## config.mk

```make
export PLATFORM = sky130hd
export DESIGN_NAME = sfp_rx_capture_writer
export DESIGN_NICKNAME = d
export VERILOG_FILES = /design/src/rtl/sfp_rx_capture_writer.sv
export SDC_FILE = /design/constraint.sdc
export NUM_CORES = 1
export LEC_CHECK = 0
export ABC_AREA = 0
export BUFFER_PORTS_ARGS = -buffer_cell sky130_fd_sc_hd__buf_2
export CAP_MARGIN = 20
export CORE_ASPECT_RATIO = 0.6
export CORE_MARGIN = 1.5
export CORE_UTILIZATION = 50
export CTS_CLUSTER_DIAMETER = 40
export DETAILED_ROUTE_END_ITERATION = 16
export MAX_ROUTING_LAYER = met4
export PLACE_DENSITY = 0.8
export SYNTH_ARGS = -nofsm -noshare
export SYNTH_HDL_FRONTEND = slang
export SYNTH_SLANG_ARGS = --single-unit
```

## constraint.sdc

```tcl
create_clock -name clk -period 2.84 [get_ports clk]
set_input_delay 0.142 -clock clk [delete_from_list [all_inputs] [get_ports clk]]
set_output_delay 0.142 -clock clk [all_outputs]
set_load 0.005 [all_outputs]
```

## src/rtl/sfp_rx_capture_writer.sv

```systemverilog
// ---------------------------------------------------------------------------
// sfp_rx_capture_writer
//
// Captures one Avalon-ST receive packet from the SFP datapath into the
// on-chip capture RAM. Each accepted stream word is written through the
// RAM's s1 port, one word per clock. Software arms the block with start and
// capture_len, then reads the status outputs. The RAM contents are read back
// later over the system bus.
//
// Ports
//   clk, reset        system clock, synchronous active-high reset
//   start, abort      1-cycle control pulses (abort has priority)
//   capture_len       maximum words to capture (0 or >DEPTH means DEPTH)
//   in_*              Avalon-ST sink (valid/ready/data/sop/eop/empty)
//   mem_*             registered RAM s1 write port
//   busy, done        FSM status (busy in ARMED/CAPTURE, done in DONE)
//   words_captured    words written in the current or last capture
//   truncated         sticky: length limit reached before eop
//   framing_err       sticky: sop seen while already capturing
// ---------------------------------------------------------------------------
module sfp_rx_capture_writer #(
   parameter int ADDR_W = 10,
   parameter int DATA_W = 32
) (
   input  logic                clk,
   input  logic                reset,
   input  logic                start,
   input  logic                abort,
   input  logic [ADDR_W:0]     capture_len,
   input  logic                in_valid,
   output logic                in_ready,
   input  logic [DATA_W-1:0]   in_data,
   input  logic                in_sop,
   input  logic                in_eop,
   input  logic [1:0]          in_empty,
   output logic [ADDR_W-1:0]   mem_address,
   output logic                mem_clken,
   output logic                mem_chipselect,
   output logic                mem_write,
   output logic [DATA_W-1:0]   mem_writedata,
   output logic [DATA_W/8-1:0] mem_byteenable,
   output logic                busy,
   output logic                done,
   output logic [ADDR_W:0]     words_captured,
   output logic                truncated,
   output logic                framing_err
);

   localparam int BE_W = DATA_W / 8;
   localparam logic [ADDR_W:0] DEPTH_C = {1'b1, {ADDR_W{1'b0}}};
   localparam logic [ADDR_W:0] ONE_C   = {{ADDR_W{1'b0}}, 1'b1};

   typedef enum logic [1:0] {
      IDLE    = 2'd0,
      ARMED   = 2'd1,
      CAPTURE = 2'd2,
      DONE    = 2'd3
   } state_t;

   state_t              state_q, state_d;
   logic [ADDR_W:0]     len_q, len_d;
   logic [ADDR_W:0]     words_q, words_d;
   logic                trunc_q, trunc_d;
   logic                ferr_q, ferr_d;
   logic                ready_q;
   logic                clken_q;
   logic                wr_q, wr_d;
   logic [ADDR_W-1:0]   addr_q, addr_d;
   logic [DATA_W-1:0]   data_q, data_d;
   logic [BE_W-1:0]     be_q, be_d;

   logic                accept;
   logic                armReq;
   logic [ADDR_W:0]     lenClamped;
   logic [ADDR_W:0]     wordsInc;
   logic [BE_W-1:0]     beWord;

   // The RAM never back-pressures, so ready is simply "out of reset".
   assign accept     = in_valid & ready_q;
   // Abort suppresses a simultaneous start.
   assign armReq     = start & ~abort;
   assign lenClamped = ((capture_len == '0) || (capture_len > DEPTH_C)) ? DEPTH_C : capture_len;
   assign wordsInc   = words_q + ONE_C;
   // On the eop word, empty lanes are dropped from the low end (bits [7:0] are the last byte).
   assign beWord     = in_eop ? ({BE_W{1'b1}} << in_empty) : {BE_W{1'b1}};

   // Next-state logic: FSM transitions plus the write request and status
   // updates that go with each accepted word. Everything defaults to hold.
   always_comb begin
      state_d = state_q;
      len_d   = len_q;
      words_d = words_q;
      trunc_d = trunc_q;
      ferr_d  = ferr_q;
      wr_d    = 1'b0;
      addr_d  = addr_q;
      data_d  = data_q;
      be_d    = be_q;

      case (state_q)
         IDLE, DONE: begin
            if (armReq) begin
               state_d = ARMED;
               len_d   = lenClamped;
               words_d = '0;
               trunc_d = 1'b0;
               ferr_d  = 1'b0;
            end
         end
         ARMED: begin
            // Only a sop word opens the capture; anything before it is dropped.
            if (accept && in_sop) begin
               wr_d    = 1'b1;
               addr_d  = '0;
               data_d  = in_data;
               be_d    = beWord;
               words_d = ONE_C;
               if (in_eop) begin
                  state_d = DONE;
               end else if (len_q == ONE_C) begin
                  state_d = DONE;
                  trunc_d = 1'b1;
               end else begin
                  state_d = CAPTURE;
               end
            end
         end
         CAPTURE: begin
            // words_q < len_q <= DEPTH here, so the low bits are a valid address.
            if (accept) begin
               wr_d    = 1'b1;
               addr_d  = words_q[ADDR_W-1:0];
               data_d  = in_data;
               be_d    = beWord;
               words_d = wordsInc;
               if (in_sop) begin
                  ferr_d = 1'b1;
               end
               if (in_eop) begin
                  state_d = DONE;
               end else if (wordsInc == len_q) begin
                  state_d = DONE;
                  trunc_d = 1'b1;
               end
            end
         end
         default: state_d = IDLE;
      endcase

      // Abort only redirects the FSM; a word accepted this cycle is still written.
      if (abort) begin
         state_d = IDLE;
      end
   end

   // State register.
   always_ff @(posedge clk) begin
      if (reset) begin
         state_q <= IDLE;
      end else begin
         state_q <= state_d;
      end
   end

   // Datapath and status registers; the RAM port is fully registered.
   always_ff @(posedge clk) begin
      if (reset) begin
         len_q   <= '0;
         words_q <= '0;
         trunc_q <= 1'b0;
         ferr_q  <= 1'b0;
         ready_q <= 1'b0;
         clken_q <= 1'b0;
         wr_q    <= 1'b0;
         addr_q  <= '0;
         data_q  <= '0;
         be_q    <= '0;
      end else begin
         len_q   <= len_d;
         words_q <= words_d;
         trunc_q <= trunc_d;
         ferr_q  <= ferr_d;
         ready_q <= 1'b1;
         clken_q <= 1'b1;
         wr_q    <= wr_d;
         addr_q  <= addr_d;
         data_q  <= data_d;
         be_q    <= be_d;
      end
   end

   assign in_ready       = ready_q;
   assign mem_clken      = clken_q;
   assign mem_chipselect = wr_q;
   assign mem_write      = wr_q;
   assign mem_address    = addr_q;
   assign mem_writedata  = data_q;
   assign mem_byteenable = be_q;
   assign busy           = (state_q == ARMED) || (state_q == CAPTURE);
   assign done           = (state_q == DONE);
   assign words_captured = words_q;
   assign truncated      = trunc_q;
   assign framing_err    = ferr_q;

endmodule
```

# Word-level counts from Yosys, hierarchy flattened
# Cells that the tools add are included.
[word_totals]
regBits = 74
[classes]
n_addsub = 1
magnitude_cmp = 1
eq_ne = 14
shifts = 1
mux = 38
bitwise_logic = 3
n_reduce_logical = 15
[op_table]
columns = ["op", "count"]
rows = [
  ["$mux 32", 2],
  ["$pmux 32 s2", 1],
  ["$mux 11", 4],
  ["$pmux 11 s3", 1],
  ["$mux 10", 2],
  ["$pmux 10 s2", 1],
  ["$ne 2x2->1 const B", 8],
  ["$mux 1", 14],
  ["$mux 4", 3],
  ["$add 11x1->11 const B", 1],
  ["$eq 11x1->1 const B", 1],
  ["$eq 11x11->1", 1],
  ["$gt 11x11->1 const B", 1],
  ["$logic_not 11->1", 1],
  ["$mux 2", 5],
  ["$pmux 4 s2", 1],
  ["$reduce_and 4->1", 2],
  ["$reduce_and 7->1", 1],
  ["$pmux 2 s3", 1],
  ["$reduce_and 3->1", 2],
  ["$eq 2x2->1 const B", 2],
  ["$pmux 1 s2", 2],
  ["$reduce_bool 2->1", 2],
  ["$reduce_or 2->1", 2],
  ["other kinds (10)", 12],
]

# Depth between registers and ports, before layout
[logic_depth]
word_depth = 6
mapped_depth = 10
mapped_depth_nobuf = 9

# Least setup slack after synthesis
# No wires, ideal clock.
[synth_path]
path_kind = "register to register"
startpoint = "register words_q[1] (netlist: words_captured[1])"
endpoint = "register state_q[1]"
setup_ns = 0.123
arrival_ns = 2.176
setup_slack_ns = 0.540
stages_incl_launch_ff = 9
n_path_buf = 0
cell_sequence = "dfxtp_1 ha_1 and3_1 nand3_1 xnor2_1 o2111ai_1 o41ai_2 o21a_2 mux2_1"
[synth_via]
elab_chain_cells = 4
[synth_rtl]
columns = ["item", "line", "source"]
rows = [
  ["start, declared", "62", "logic [ADDR_W:0] words_q, words_d;"],
  ["start signal, assigned", "180", "words_q <= words_d;"],
  ["$add 11x1->11", "83", "assign wordsInc = words_q + ONE_C;"],
  ["$eq 11x11->1", "141", "end else if (wordsInc == len_q) begin"],
  ["$ne 3x3->1 (no line)", "n/a", ""],
  ["$reduce_and 4->1 (no line)", "n/a", ""],
  ["end signal, assigned", "161", "state_q <= state_d;"],
  ["end, declared", "60", "state_t state_q, state_d;"],
]
# Every way passes these cells.
# A chain may end at the register's enable or synchronous reset.

# Final worst setup path
# Same ends and word-level chain as after synthesis.

==> summary.md <==
| Metric | Value |
|---|---|
| Status | `finished, final reports clean` |
| Primary FF master, synth | `dfxtp_1` |
| Critical path type | `flip-flop to flip-flop` |
| Width of the die | `~110 um` |
| RSZ-0062 raised after global routing | `false` |
| Worst-case clock buffer depth | `2` |
| Max Fanout on Critical Path | `7` |
| Post-synth EDFFs | `0` |
| Post-Route M1 WL | `~4400 um` |
| Setup bufs post-CTS | `0` |
| Final hold vios | `0` |
| CP Data Required Time | `around 3.1 ns` |
| Max VDD drop | `~0.3 mV` |
| Synth area leaders | `dfxtp_1, nand2_1, a21oi_1` |
| Syn Area/Cell | `7.843 sq um` |
| Unique masters post-synth | `48` |
| Setup TNS | `0 ns` |
| Post-route design area | `4123 sq um` |
| Worst Reg-to-Reg Cells | `8` |
| Io pins | `approximately 120` |
| Cell count after placement | `603` |
| WP data arrival | `2.82 ns` |
| Setup ws final | `between 0.2 and 0.3 ns` |
| Static Leak | `~1.7 nW` |
| Cts bufs inserted | `9` |
| R2R Setup Slk | `around 0.26 ns` |
| Vias | `around 3400` |
| Area growth syn-to-layout | `24.86%` |
| Synth Net Count | `approximately 480` |
| Final Skew | `between 0.009 and 0.01 ns` |
| Drt pass-1 iters | `5` |
| Fmax | `approximately 390 MHz` |
| Ys async rst share | `0` |
| Die H | `around 66 um` |
| Crit start category | `flip-flop` |
| Diode count | `0` |
| Initial antenna violation count | `0` |
| Hold WS | `0.01892 ns` |
| Dpl cell area | `3951 sq um` |
| DRC | `0` |
| Post-synthesis register bit count | `74` |
| Wire length on met3 | `slightly below 700 um` |
| Cts repair resizes | `0` |
| Post-Route Utilization | `0.6598` |
| Core ar. | `6248 sq um` |
| Nets | `586` |
| ANT nets after route | `0` |
| Max Cap Violations | `0` |
| Netlist Area Pre-Place | `about 3300 sq um` |
| Cts hold-fix bufs | `0` |
| Synth warnings | `0` |
| All-Layer GR Usage | `0.2763` |
| Share of cells above drive strength 1 | `0.2822` |
| Gate Count Post-Synth | `~420` |
| Clk sinks | `74` |
| Largest net degree at the start of global routing | `40` |
| Hold crit path type | `input port to flip-flop` |
| Initial Util | `0.5284` |
| Reg2reg end | `state_q[1]` |
| Worst-Margin Slew | `approximately 0.74 ns` |
| Input/output buffers | `~120` |
| Via-to-Cell Ratio | `around 5.4` |
| Gpl congestion | `between 0.9 and 1` |
| Critical Path Sink | `state_q[1]` |
| Metal2 WL | `between 3000 and 4000 um` |
| Wire length per cell | `between 10 and 15 um` |
| CTS tree | `built` |
| CP Launch Point | `words_captured[1]` |
| First-pass GRT wire length | `between 10000 and 15000 um` |
| Pwr Density | `471.0 nW/um^2` |
| Row count | `22` |
| CTS H-tree depth | `3` |
| DP HPWL | `6777 um` |
| Total Wirelength | `just over 9000 um` |
| GRT overflow | `0` |
| Die area | `between 7000 and 8000 sq um` |
| Final Power | `a little under 2 mW` |
| CP Capture Type | `flip-flop` |
| Root buf cell | `clkbuf_8` |
| Setup violators final | `0` |
| Slew headroom | `0.5082` |
| Sequential element share of the synthesized area | `0.4487` |
| Min Tclk post-route | `around 2.6 ns` |
| Place WS | `approximately 0.32 ns` |
| Final Slew Violations | `0` |
| Reg2reg start | `words_captured[1]` |
| Final std cells w/o fill | `619` |
| Vias in the first global route | `roughly 3000` |
| Yosys top cell by area | `dfxtp_1` |
| Clock-pin transition on the worst setup and hold timing paths | `0.08 ns` |
| Worst skew pair latency | `approximately 0.35 ns` |
| Share of the synthesized area in the top cell type | `0.4487` |
| Final period util | `0.9101` |
| 1st-iter DRT viols | `between 200 and 250` |
| Max Used Layer | `met4` |
metal layers:
layer,up-vias,GRT usage
met3,9,0.06502
met5,-,-
li1,1669,-
met4,0,0.07566
met1,1543,0.3816
met2,143,0.4068
synthesized netlist by cell type (3+ instances only):
cell type / count
nand2_1: 85
dfxtp_1: 74
a21oi_1: 56
nor2_1: 47
clkbuf_1: 19
a22oi_1: 14
nor3_1: 14
nand3_1: 11
inv_1: 10
xnor2_1: 8
nor3b_1: 7
o21ai_0: 7
nor4_1: 6
a311oi_1: 5
buf_4: 5
buf_1: 4
buf_2: 4
ha_1: 4
a31oi_1: 3
xor2_1: 3
worst max-delay path, cell delays in order (launching register included):
cell	delay (ns)
dfxtp_1	0.46
ha_1	0.33
nand3_1	0.23
nor4_1	0.33
a21oi_1	0.08
o211a_1	0.25
o41ai_2	0.30
o21a_2	0.19
mux2_1	0.31
worst min path at each step:
stage,cells after the start,slack (ns),end,startpoint
after CTS,2,0.01,mem_byteenable[1],in_empty[1]
final,2,0.02,mem_byteenable[1],in_empty[1]
after detailed placement,2,0.38,mem_byteenable[1],in_empty[1]
after global routing,3,0.02,mem_writedata[25],in_data[25]
after global placement,2,0.37,mem_byteenable[1],in_empty[1]
after floorplan,1,0.25,mem_byteenable[1],in_eop
cells by family after synthesis:
| logic type | share of synthesized area |
|---|---|
| and+or+nand+nor | 0.2562 |
| muxes | 0.006820 |
| buffers and inverters | 0.05495 |
| AOI/OAI and AO/OA | 0.1891 |
| adders and majority gates | 0.01516 |
| DFF | 0.4487 |
| xor gates and xnor gates | 0.02918 |
final cells by class:
| cell class | instances | area (sq um) |
|---|---|---|
| clock buffers | 11 | 131.4 |
| clock inverters | 5 | 40.04 |
| fillers | 524 | 2126 |
| inverters | 10 | 37.54 |
| multi-input cells | 305 | 1642 |
| flip-flops and latches | 74 | 1481 |
| well taps | 84 | 105.1 |
| repair buffers | 130 | 685.7 |
layout by cell type, fill, tap and decap left out, types with 4 or more instances in the layout:
cell type	instances
a21oi_1	56
a22oi_1	14
a311oi_1	5
buf_2	116
buf_4	14
clkbuf_8	9
dfxtp_1	74
ha_1	4
inv_1	10
nand2_1	85
nand3_1	11
nor2_1	47
nor3_1	14
nor3b_1	7
nor4_1	6
o21ai_0	7
xnor2_1	8
where the power goes:
group,switching [mW],internal [mW]
Clock,0.398,0.322
Sequential,0.0137,1.05
Combinational,0.0917,0.0660
Total,0.503,1.44
sequential cells by signal, indices dropped and copies added, names as in the netlist:
| register | flops |
|---|---|
| len_q | 11 |
| mem_clken | 1 |
| mem_byteenable | 4 |
| mem_address | 10 |
| framing_err | 1 |
| words_captured | 11 |
| mem_chipselect | 1 |
| truncated | 1 |
| state_q | 2 |
| mem_writedata | 32 |
Note: power is estimated with default switching activity, not from simulation.
